<file path="src/rtl/multicycle_subtractor.sv">
// multicycle_subtractor
//   Chunk-serial subtractor computing d = a - b - bin over BITS/CHUNK cycles, with the
//   borrow carried between chunks in a register. Valid/ready handshake on both sides;
//   result flags (bout, zero, ovf) are produced alongside the difference.
//
// Ports
//   clk        clock, rising edge
//   rst        asynchronous reset, active-high
//   in_valid   operands present
//   in_ready   block can accept an operation (high only in idle)
//   a, b, bin  minuend, subtrahend, borrow in (captured at accept)
//   out_valid  result held on d/bout/zero/ovf
//   out_ready  consumer takes result
//   d          difference modulo 2^BITS
//   bout       borrow out: 1 iff a < b + bin (unsigned)
//   zero       d == 0
//   ovf        signed overflow of a - b - bin

module multicycle_subtractor #(
    parameter int unsigned BITS  = 32,
    parameter int unsigned CHUNK = 8
) (
    input  logic            clk,
    input  logic            rst,
    input  logic            in_valid,
    output logic            in_ready,
    input  logic [BITS-1:0] a,
    input  logic [BITS-1:0] b,
    input  logic            bin,
    output logic            out_valid,
    input  logic            out_ready,
    output logic [BITS-1:0] d,
    output logic            bout,
    output logic            zero,
    output logic            ovf
);

    localparam int unsigned N    = BITS / CHUNK;
    localparam int unsigned IdxW = (N > 1) ? $clog2(N) : 1;

    typedef logic [IdxW-1:0] idx_t;
    localparam idx_t LastIdx = idx_t'(N - 1);

    typedef enum logic [1:0] {StIdle, StRun, StDone} state_e;

    state_e          state_q;
    logic [BITS-1:0] a_q;
    logic [BITS-1:0] b_q;
    logic            borrow_q;
    idx_t            idx_q;
    logic [BITS-1:0] d_q;
    logic            bout_q;
    logic            zero_q;
    logic            ovf_q;
    logic            out_valid_q;

    logic [31:0]     base_bit;
    logic [CHUNK:0]  chunk_sum;
    logic            chunk_borrow;
    logic [BITS-1:0] d_next;

    // Subtraction as a + ~b + carry_in, where carry_in is the inverted running borrow.
    always_comb begin
        base_bit     = 32'(idx_q) * CHUNK;
        chunk_sum    = {1'b0, a_q[base_bit +: CHUNK]}
                     + {1'b0, ~b_q[base_bit +: CHUNK]}
                     + {{CHUNK{1'b0}}, ~borrow_q};
        chunk_borrow = ~chunk_sum[CHUNK];
        d_next       = d_q;
        d_next[base_bit +: CHUNK] = chunk_sum[CHUNK-1:0];
    end

    always_ff @(posedge clk or posedge rst) begin
        if (rst) begin
            state_q     <= StIdle;
            a_q         <= '0;
            b_q         <= '0;
            borrow_q    <= 1'b0;
            idx_q       <= '0;
            d_q         <= '0;
            bout_q      <= 1'b0;
            zero_q      <= 1'b0;
            ovf_q       <= 1'b0;
            out_valid_q <= 1'b0;
        end else begin
            case (state_q)
                StIdle: begin
                    if (in_valid) begin
                        a_q      <= a;
                        b_q      <= b;
                        borrow_q <= bin;
                        idx_q    <= '0;
                        state_q  <= StRun;
                    end
                end
                StRun: begin
                    d_q      <= d_next;
                    borrow_q <= chunk_borrow;
                    if (idx_q == LastIdx) begin
                        // Flags use the full result including the chunk written this cycle.
                        idx_q       <= '0;
                        bout_q      <= chunk_borrow;
                        zero_q      <= (d_next == '0);
                        ovf_q       <= (a_q[BITS-1] != b_q[BITS-1]) &&
                                       (d_next[BITS-1] != a_q[BITS-1]);
                        out_valid_q <= 1'b1;
                        state_q     <= StDone;
                    end else begin
                        idx_q <= idx_q + 1'b1;
                    end
                end
                StDone: begin
                    if (out_ready) begin
                        out_valid_q <= 1'b0;
                        state_q     <= StIdle;
                    end
                end
                default: state_q <= StIdle;
            endcase
        end
    end

    assign in_ready  = (state_q == StIdle);
    assign out_valid = out_valid_q;
    assign d         = d_q;
    assign bout      = bout_q;
    assign zero      = zero_q;
    assign ovf       = ovf_q;

endmodule

</file>
<file path="config.mk">
export PLATFORM = sky130hd
export DESIGN_NAME = multicycle_subtractor
export DESIGN_NICKNAME = d
export VERILOG_FILES = /design/src/rtl/multicycle_subtractor.sv
export SDC_FILE = /design/constraint.sdc
export NUM_CORES = 1
export LEC_CHECK = 0
export BUFFER_PORTS_ARGS = -buffer_cell sky130_fd_sc_hd__buf_2
export CELL_PAD_IN_SITES_DETAIL_PLACEMENT = 1
export CELL_PAD_IN_SITES_GLOBAL_PLACEMENT = 1
export CORE_AREA = 5 5 112 114
export CTS_CLUSTER_SIZE = 16
export DETAILED_ROUTE_END_ITERATION = 12
export DIE_AREA = 0 0 117 119
export PLACE_DENSITY = 0.91
export SETUP_SLACK_MARGIN = 0.3
export SKIP_LAST_GASP = 1
export SLEW_MARGIN = 10
export SYNTH_ARGS = -nofsm -noshare
export SYNTH_HDL_FRONTEND = slang
export SYNTH_SLANG_ARGS = --single-unit
</file>
<file path="constraint.sdc">
create_clock -name clk -period 9.3 [get_ports clk]
set_input_delay 0.93 -clock clk [delete_from_list [all_inputs] [get_ports clk]]
set_output_delay 0.93 -clock clk [all_outputs]
set_load 0.01 [all_outputs]
</file>
# Word level (Yosys, flattened, before mapping)
# Cells that the tools add are included.
# word_totals
word_cells,52
latchBits,0
output_inout_bits,37
ramBits,0
ff_bits,105
inputBits,69
n_memories,0
rom_bits,0
# classes
n_mux,13
shift,4
reduce_logical,10
n_bitwise,3
div,0
n_eq_ne,8
mul,0
add_sub_neg,4
n_lt_le_gt_ge,0
# op_table
op,n
variable part select 32 x 6 -> 8 bit,2
negation 5 -> 34 bit,1
variable shift 8 x 34 -> 32 bit (first input constant),1
variable part select 8 x 34 -> 32 bit,1
bitwise mux 32 bit,1
zero test 32 bit,1
two-way mux 2 bit,5
adder 8 x 8 -> 9 bit,1
adder 9 x 1 -> 9 bit,1
inverter 8 bit,1
!= test 2 bit (second input constant),3
one-hot mux 2 bit (3 select lines),1
AND reduction 2 bit,3
AND reduction 3 bit,2
equality test 2 bit (second input constant),2
one-hot mux 1 bit (2 select lines),2
one-hot mux 2 bit (2 select lines),1
nonzero test 2 bit,2
two-way mux 1 bit,3
adder 2 x 1 -> 2 bit (second input constant),1
equality test 2 x 1 -> 1 bit (second input constant),1
zero test 2 bit,1
!= test 1 bit,2
inverter 1 bit,2
logical AND 1 bit,1

# Logic depth before layout (Yosys ltp)
# Gate-level depths: netlist of the first run.
# logic_depth
ltp_word,8
ltp_mapped,12
ltp_nobuf,11

# Least setup slack after synthesis of the first run
# Ideal clock, no wire load.
# synth_timing
path_kind,register -> register
start,register idx_q[0]
end,"register zero_q, in the netlist zero"
path_buffers,2
setup_time_ns,0.092
t_required_ns,9.208
setup_slack_ns,5.871
t_arrival_ns,3.338
stages_incl_launch_ff,11
synth_period_minus_slack_ns,3.429
cell_sequence,dfrtp_1 -> buf_2 -> buf_2 -> mux4_2 -> fa_1 -> a21o_2 -> a221oi_2 -> xnor2_1 -> a21o_1 -> o32a_1 -> o31ai_2
# synth_between
elab_chain_len,7
word_cells_on_any_way,12
cone_classes,add/sub (3); eq/ne (1); shift (4); mux (1); bitwise (1); reduce/logical (2)
# synth_rtl
item,line_no,text
"start, declared",50,idx_t idx_q;
"start signal, assigned",109,idx_q <= idx_q + 1'b1;
variable part select 32 x 6 -> 8 bit,66,"+ {1'b0, ~b_q[base_bit +: CHUNK]}"
inverter 8 bit,66,
adder 8 x 8 -> 9 bit,66,
adder 9 x 1 -> 9 bit,67,"+ {{CHUNK{1'b0}}, ~borrow_q};"
variable part select 8 x 34 -> 32 bit,70,d_next[base_bit +: CHUNK] = chunk_sum[CHUNK-1:0];
bitwise mux 32 bit,70,
zero test 32 bit,103,zero_q <= (d_next == '0);
"end signal, assigned",103,
"end, declared",53,logic zero_q;
# Several ways; a longest one is shown, not always the timed one.
# A chain may end at the register's enable or synchronous reset.

# Worst setup path in the final report of the first run
# layout_timing
start,register idx_q[1]
end,"register zero_q, in the netlist zero"
# The elaborated chain is that of the path after synthesis.

==> flow_summary_export.csv, run 1 <==
group,metric,value,unit
sta,finalCriticalPeriod,3.70,ns
sta,relSlewSlack,21.1,%
power,leakagePower,3.13,nW
clocking,hold_buffers,0,
die,die_y,119,um
global_route,grtUsageMet1,26.9,%
power,p_clk_share,14.6,%
power,p_total,2.72,mW
sta,slew_violations,0,
die,die-area,13900,sq um
clocking,htreeDepth,3,
drt,vias,4211,
global_route,antenna_found_initial,0,
sta,worstMarginPinSlew,1.18,ns
cells_and_area,final_cell_mix,"nand2_1, dfrtp_1, buf_2",
cells_and_area,antenna_cells,0,
sta,rsz0062_at_grt,"false",
global_route,grt_start_max_net_pins,68,
worst_setup_path,crit_type,"reg2reg",
sta,fin_tns_setup,0,ns
clocking,cts_tree,"yes",
sta,fin_skew,0.0131,ns
drt,post-route-drc-count,0,
power,intPower,1.43,mW
place,io_buffers,105,
place,gp_congestion,0.892,
drt,dr.pass1.iters,4,
sta,setup-violations-final,0,
die,core_region_area,11300,sq um
drt,ant_nets,0,
global_route,grt_first_pass_wirelength,23700,um
power,netSwitchingFraction,47.7,%
cells_and_area,stdcell_count,769,
clocking,cts_buffers,9,
power,p_comb_share,56.5,%
global_route,grtUsageMet3,3.45,%
worst_setup_path,startpoint_type,"register",
job,drv_cap,0,
place,pre_cts_slack,5.68,ns
sta,fin_crit_sh,39.8,%
status,status,"completed",
die,io_pins,106,
clocking,post-cts-setup-buffers,0,
clocking,cts-root-buf,"clkbuf_16",
synthesis,avgSynthCellArea,9.61,sq um
cells_and_area,n_fill_cell,1330,
worst_setup_path,worstPathArrival,3.96,ns
cells_and_area,layout-drive-gt1-share,24.4,%
die,row_count,39,
clocking,clk_pin_slew,0.07,ns
min_path,hold_path.class,"reg2reg",
global_route,grt_pass1_vias,4724,
clocking,cts_sinks,105,
cells_and_area,area.growth.synth_to_final,18.8,%
die,die_w,117,um
synthesis,ys_types,49,
sta,finalHoldViolations,0,
clocking,cts_resized,0,
worst_setup_path,crit_fanout,20,
global_route,grt.overflow.total,0,
sta,max_freq,270,MHz
global_route,use_met2,37.4,%
place,dp.cells,753,
synthesis,yosysSeqAreaShare,52.1,%
synthesis,ys_ff_latch,105,
drt,avgRoutedWirePerCell,18.6,um
synthesis,yosys_most_used_dff,"dfrtp_1",
synthesis,syn_area,5050,sq um
power,p_switching,1.30,mW
synthesis,ys_async_sr_fraction,100,%
power,vdd_drop_max,0.000205,V
global_route,top_usage_layer,"met2",
drt,wl,14300,um
power,power.density,454,nW/um^2
cells_and_area,nets,705,
drt,viasPerCell,5.48,
clocking,clock_latency,0.36,ns
synthesis,synthCells,525,
worst_setup_path,crit_path_end_kind,"register",
synthesis,synth_fp_nets,609,
synthesis,ys_warn_count,0,
power,pwr-share-seq,28.9,%
drt,drt_first_iter_violations,226,
clocking,cts_buffer_depth,2,
global_route,grt_use_total,21.5,%
place,dp_hpwl,10600,um
worst_setup_path,required,9.56,ns
die,initial_utilization,44.6,%
sta,layout_setup_ws,5.60,ns
synthesis,synth_edf_count,0,
cells_and_area,final_common_cell,"nand2_1",
-- stage by stage --
step	utilization, %	instance area [sq um]	hold WS [ns]
floorplan	-	5050	0.440
global placement	50.2	5680	0.454
detailed placement	50.2	5680	0.461
CTS	53.0	5990	0.479
global route	53.0	5990	0.497
finish	53.0	5990	0.477
-- power by group through the flow --
stage	clock network, mW	registers [mW]	logic [mW]
floorplan	0	0.762	1.03
global placement	0	0.779	1.40
detailed placement	0	0.793	1.51
CTS	0.402	0.787	1.53
global route	0.424	0.808	1.67
finish	0.398	0.787	1.54
-- worst max-delay path, stage by stage, from the launching register on --
cell and delay (ns):
dfrtp_1 0.94, mux4_2 0.41, inv_1 0.09, fa_1 0.19, inv_1 0.06, fa_1 0.44, a21o_2 0.27, a221oi_2 0.32
xnor2_1 0.22, a21o_1 0.20, o32a_1 0.29, o31ai_2 0.18
-- final timing paths --
check / start / to / slack (ns) / cells past startpoint
setup / recovery: idx_q[1] / zero / 5.60 / 11
hold / removal: b_q[29] / b_q[29] / 0.48 / 2
setup reg to reg: idx_q[1] / zero / 5.60 / 11
hold reg to reg: b_q[29] / b_q[29] / 0.48 / 2
max in group asynchronous: rst / b_q[17] / 7.49 / 3
min in group asynchronous: rst / d[27] / 0.64 / 2
-- state kept, by name, indices dropped and copies added (netlist names) --
register	flops
a_q	32
b_q	32
borrow_q	1
bout	1
d	32
idx_q	2
out_valid	1
ovf	1
state_q	2
zero	1
-- cell usage after synthesis, types with 3 or more instances --
cell | instances | share of area (%)
dfrtp_1 | 105 | 52
or4_1 | 3 | 0.45
buf_1 | 6 | 0.45
clkbuf_1 | 12 | 0.89
nor2_1 | 15 | 1.1
ha_1 | 13 | 3.2
inv_1 | 17 | 1.3
and2_1 | 3 | 0.37
xnor2_1 | 5 | 0.87
nand2_1 | 222 | 17
nand2b_1 | 3 | 0.37
o21ai_0 | 15 | 1.5
mux4_2 | 16 | 7.1
a21oi_1 | 13 | 1.3
buf_2 | 3 | 0.30
a22o_1 | 16 | 2.8
nand3_1 | 3 | 0.30
o31ai_1 | 5 | 0.74
a21o_1 | 3 | 0.45
nor4_1 | 4 | 0.50
nor3_1 | 5 | 0.50
a22o_2 | 3 | 0.60
-- area by class of cell --
type                       count  area, sq um  share of cell area [%]
clock buffer                   9          225                    3.76
clock inverter                 7         85.1                    1.42
inverter                      17         66.3                    1.11
multi-input combinational    381         2270                    37.9
sequential                   105         2630                    43.8
tap                          143          179                    2.98
timing repair buffer         107          541                    9.02
-- layer usage --
metal / routed length [um] / share of wire, %
met4: 388 / 2.7
met1: 5900 / 41
met3: 628 / 4.4
met5: 0 / 0
met2: 7400 / 52
-- logic make-up after synthesis --
family / synth area share, %
and+or+nand+nor: 21.8
DFF: 52.1
AOI/OAI and AO/OA: 10.5
buffers and inverters: 3.00
muxes: 7.59
adders and majority gates: 4.02
xor gates and xnor gates: 1.04
No activity file was read; power rests on OpenSTA's default activity.
==> run 2: changes to the inputs <==
--- a/config.mk
+++ b/config.mk
@@ -8,11 +8,11 @@
 export BUFFER_PORTS_ARGS = -buffer_cell sky130_fd_sc_hd__buf_2
 export CELL_PAD_IN_SITES_DETAIL_PLACEMENT = 1
 export CELL_PAD_IN_SITES_GLOBAL_PLACEMENT = 1
-export CORE_AREA = 5 5 112 114
+export CORE_AREA = 5 5 122 124
 export CTS_CLUSTER_SIZE = 16
 export DETAILED_ROUTE_END_ITERATION = 12
-export DIE_AREA = 0 0 117 119
-export PLACE_DENSITY = 0.91
+export DIE_AREA = 0 0 127 129
+export PLACE_DENSITY = 0.82
 export SETUP_SLACK_MARGIN = 0.3
 export SKIP_LAST_GASP = 1
 export SLEW_MARGIN = 10
==> constraint.sdc (replaced) <==
create_clock -name clk -period 3.2 [get_ports clk]
set_input_delay 0.32 -clock clk [delete_from_list [all_inputs] [get_ports clk]]
set_output_delay 0.32 -clock clk [all_outputs]
set_load 0.01 [all_outputs]
==> run 2 against run 1 <==
Against the previous run: worst setup slack worse by 5.4 ns; via count is 0.76% higher; critical path type unchanged; worst hold slack worse by 0.38 ns; largest cell class unchanged; highest routed layer unchanged.
==> flow_summary_export.csv, run 2 (same netlist as run 1, synthesis figures left out) <==
group,metric,value,unit
cells_and_area,finish.utilization,46.1,%
drt,vias,4243,
clocking,cts_buffer_depth,2,
sta,fin_crit_sh,94.3,%
die,die_y,129,um
power,p_total,8.82,mW
die,core_region_area,13700,sq um
drt,wl,14700,um
sta,rsz0062_at_grt,"true",
worst_setup_path,cp_cell_sequence,"mux4_2 -> inv_2 -> fa_2 -> inv_2 -> fa_2 -> a21o_4 -> a221oi_4 -> xnor2_2 -> a21o_1 -> o32a_1 -> o31ai_2",
worst_setup_path,max_stage_delay,0.51,ns
drt,drt_first_iter_violations,248,
sta,layout_setup_ws,0.181,ns
clocking,cts-root-buf,"clkbuf_16",
global_route,grt_use_total,18.5,%
global_route,antenna_found_initial,0,
die,die-area,16400,sq um
sta,fin_tns_setup,0,ns
clocking,cts_buffers,9,
cells_and_area,final_cell_mix,"nand2_1, buf_2, dfrtp_1",
sta,slew_violations,0,
worst_setup_path,required,3.47,ns
job,drv_cap,0,
cells_and_area,n_fill_cell,1619,
cells_and_area,layout-drive-gt1-share,29.3,%
drt,post-route-drc-count,0,
worst_setup_path,startpoint_type,"register",
worst_setup_path,worstPathArrival,3.29,ns
sta,relSlewSlack,56.0,%
drt,dr.pass1.iters,6,
clocking,cts_tree,"yes",
cells_and_area,final_common_cell,"nand2_1",
sta,setup-violations-final,0,
sta,max_freq,331,MHz
drt,avgRoutedWirePerCell,17.8,um
cells_and_area,area.growth.synth_to_final,24.8,%
cells_and_area,seq_area,2630,sq um
place,io_buffers,105,
power,vdd_drop_max,0.000744,V
clocking,cts_sinks,105,
clocking,hold_buffers,0,
worst_setup_path,crit_type,"reg2reg",
cells_and_area,multi_input_area,2370,sq um
global_route,grt_first_pass_wirelength,24100,um
sta,fin_skew,0.00926,ns
clocking,htreeDepth,3,
status,status,"completed",
place,pre_cts_slack,0.149,ns
clocking,clock_latency,0.36,ns
place,dp_hpwl,10800,um
worst_setup_path,slowest_stage,"mux4_2",
sta,finalCriticalPeriod,3.02,ns
die,die_w,127,um
power,power.density,1400,nW/um^2
die,io_pins,106,
clocking,clk_pin_slew,0.07,ns
global_route,grt.overflow.total,0,
global_route,grt_pass1_vias,4712,
worst_setup_path,crit_fanout,3,
min_path,hold_path.class,"in2async",
die,initial_utilization,36.9,%
place,gp_congestion,0.873,
power,leakagePower,3.24,nW
die,row_count,43,
drt,ant_nets,0,
global_route,grt_start_max_net_pins,106,
sta,finalHoldViolations,0,
cells_and_area,antenna_cells,0,
cells_and_area,nets,724,
drt,viasPerCell,5.14,
sta,worstMarginPinSlew,0.660,ns
worst_setup_path,crit_path_end_kind,"register",
[run 2: what timing repair did]
item                       4_1_cts  5_1_grt
setup endpoints to repair        4        7
setup buffers                    3        1
gates resized for setup          8       17
pin swaps                        1        5
[run 2: final timing paths]
| kind | start | end | slack, ns | cells after the start |
|---|---|---|---|---|
| max | idx_q[0] | zero | 0.18 | 11 |
| min | rst | state_q[1] | 0.1 | 3 |
| max reg2reg | idx_q[0] | zero | 0.18 | 11 |
| min reg2reg | b_q[18] | b_q[18] | 0.48 | 2 |
| max in group asynchronous | rst | bout | 2.62 | 3 |
| min in group clk | a[28] | a_q[28] | 0.15 | 3 |
[run 2: metal layers]
layer  part of all wire, %  wire length, um  up-vias  GRT usage (%)
met5                     0                0        -              0
li1                      -                -     1996              -
met4                   1.9              286        0           5.43
met1                    45             6560     2117           24.3
met3                   4.9              720       23           4.23
met2                    49             7160      107           30.9
[run 2: cell type report]
| class | count | share of cell area [%] |
|---|---|---|
| flip-flops and latches | 105 | 41.7 |
| repair buffers | 126 | 11.2 |
| multi-input cells | 381 | 37.6 |
| clock inverters | 6 | 1.03 |
| inverters | 17 | 1.07 |
| clock buffers | 10 | 3.79 |
| well taps | 180 | 3.58 |
[run 2: power breakdown]
group	switching, mW	internal, mW
combinational	3.14	2.28
clock	0.509	0.631
sequential	0.376	1.88
total	4.02	4.80
[run 2: critical path: cells and delay by family, from the launching register on]
family / cells / cell delay [ns]
XOR/XNOR: 1 / 0.11
AO/OA/AOI/OAI: 5 / 1.20
flip-flops: 1 / 0.41
buffers and inverters: 2 / 0.12
adder cells (fa/ha/maj): 2 / 0.58
multiplexers: 1 / 0.51
[run 2: per-stage QoR]
stage / hold WS, ns / std cells / cell area (sq um)
2_1_floorplan: 0.406 / 525 / 5070
3_3_place_gp: 0.454 / 805 / 5860
3_5_place_dp: 0.464 / 805 / 5860
4_1_cts: 0.141 / 824 / 6220
5_1_grt: 0.146 / 825 / 6300
6_report: 0.0984 / 825 / 6300
==> run 3: changes to the inputs <==
--- a/config.mk
+++ b/config.mk
@@ -13,6 +13,7 @@
 export DETAILED_ROUTE_END_ITERATION = 12
 export DIE_AREA = 0 0 127 129
 export PLACE_DENSITY = 0.82
+export REMOVE_ABC_BUFFERS = 1
 export SETUP_SLACK_MARGIN = 0.3
 export SKIP_LAST_GASP = 1
 export SLEW_MARGIN = 10
==> run 3 against run 2 <==
Against the previous run: register-to-register slack improved by 0.08 ns; critical endpoint unchanged; highest routed layer unchanged; clock power decreased by 6%; non-clock buffer count decreased by 1; worst setup slack improved by 0.083 ns; largest cell class unchanged.
==> flow_summary_export.csv, run 3 (same netlist as run 1, synthesis figures left out) <==
group,metric,value,unit
place,gp_congestion,0.830,
place,io_buffers,105,
worst_setup_path,crit_fanout,3,
status,status,"completed",
sta,finalHoldViolations,0,
sta,slew_violations,0,
die,row_count,43,
clocking,clock_latency,0.36,ns
global_route,grt_pass1_vias,4659,
worst_setup_path,cp_cell_sequence,"mux4_2 -> inv_2 -> fa_2 -> inv_2 -> fa_2 -> a21o_4 -> a221oi_4 -> xnor2_2 -> a21o_1 -> o32a_1 -> o31ai_2",
place,dp.cells,807,
cells_and_area,nets,723,
die,io_pins,106,
sta,relSlewSlack,44.7,%
worst_setup_path,slowest_stage,"mux4_2",
cells_and_area,stdcell_count,824,
drt,post-route-drc-count,0,
worst_setup_path,worstPathArrival,3.21,ns
power,power.density,1400,nW/um^2
die,initial_utilization,36.9,%
clocking,cts_tree,"yes",
sta,fin_skew,0.00731,ns
clocking,cts-root-buf,"clkbuf_16",
global_route,grt_start_max_net_pins,68,
clocking,clk_pin_slew,0.07,ns
global_route,antenna_found_initial,0,
sta,fin_tns_setup,0,ns
cells_and_area,antenna_cells,0,
drt,vias,4195,
cells_and_area,layout-drive-gt1-share,28.9,%
power,vdd_drop_max,0.000858,V
global_route,grt.overflow.total,0,
sta,setup-violations-final,0,
place,dp_hpwl,10800,um
clocking,cts_sinks,105,
place,pre_cts_slack,0.0795,ns
job,drv_cap,0,
min_path,hold_path.class,"in2async",
worst_setup_path,timing.rr.start,"idx_q[0]",
drt,ant_nets,0,
drt,viasPerCell,5.09,
drt,dr.pass1.iters,4,
cells_and_area,final_cell_mix,"nand2_1, buf_2, dfrtp_1",
place,place_area,5870,sq um
power,leakagePower,3.23,nW
worst_setup_path,r2r_slack,0.26,ns
die,die-area,16400,sq um
sta,worstMarginPinSlew,0.830,ns
cells_and_area,area.growth.synth_to_final,24.1,%
worst_setup_path,required,3.47,ns
die,die_y,129,um
worst_setup_path,crit_type,"reg2reg",
worst_setup_path,ff2ff_path_depth,11,
sta,rsz0062_at_grt,"true",
clocking,htreeDepth,3,
cells_and_area,final_common_cell,"nand2_1",
worst_setup_path,r2r-end,"zero",
cells_and_area,final_cell_area,6260,sq um
cells_and_area,finish.utilization,45.8,%
sta,max_freq,341,MHz
global_route,grt_use_total,18.2,%
worst_setup_path,startpoint_type,"register",
worst_setup_path,max_stage_delay,0.52,ns
worst_setup_path,crit_path_end_kind,"register",
clocking,hold_buffers,0,
sta,fin_hold_ws,0.146,ns
sta,finalCriticalPeriod,2.94,ns
power,p_total,8.74,mW
drt,wl,14400,um
clocking,cts_buffers,9,
drt,drt_first_iter_violations,143,
clocking,cts_buffer_depth,2,
sta,fin_crit_sh,91.7,%
global_route,grt_first_pass_wirelength,23500,um
drt,avgRoutedWirePerCell,17.5,um
sta,layout_setup_ws,0.264,ns
die,die_w,127,um
die,core_region_area,13700,sq um
## run 3: per-layer routing
layer	share of wire, %	wire length (um)	track usage (%)	vias up
met3	4.3	613	3.20	17
met1	42	5990	22.0	2088
met4	1.8	253	5.99	0
met5	0	0	0	-
met2	52	7550	32.9	96
li1	-	-	-	1994
## run 3: worst max path at each step
stage / cells past startpoint / start / slack [ns] / end
final: 11 / idx_q[0] / 0.26 / zero
after global routing: 11 / idx_q[0] / 0.14 / zero
after CTS: 11 / idx_q[0] / 0.24 / zero
after detailed placement: 12 / idx_q[0] / 0.08 / zero
after global placement: 11 / idx_q[0] / 0.17 / zero
after floorplan: 11 / idx_q[0] / -0.44 / zero
## run 3: area by class of cell
type                            count  area [sq um]
Multi-Input combinational cell    381          2370
Inverter                           17          66.3
Fill cell                        1628          7400
Timing Repair Buffer              125           688
Clock inverter                      4          26.3
Tap cell                          180           225
Clock buffer                       12           256
Sequential cell                   105          2630
## run 3: worst max-delay path: cells and delay by family, from the launching register on
kind	cells	cell delay [ns]
compound gates	5	1.15
xor+xnor	1	0.10
fa+ha+maj	2	0.55
buf+inv	2	0.13
flops	1	0.41
mux	1	0.52
## run 3: repair_timing
action	in CTS	in global routing
cloned	0	0
pin swaps	3	7
buffers inserted	1	0
setup endpoints to repair	6	5
gates resized for setup	9	14
## run 3: power by group
part           internal, mW  total, mW  switching [mW]
combinational          2.30       5.42            3.12
sequential             1.88       2.25           0.366
clock                 0.571       1.07           0.499
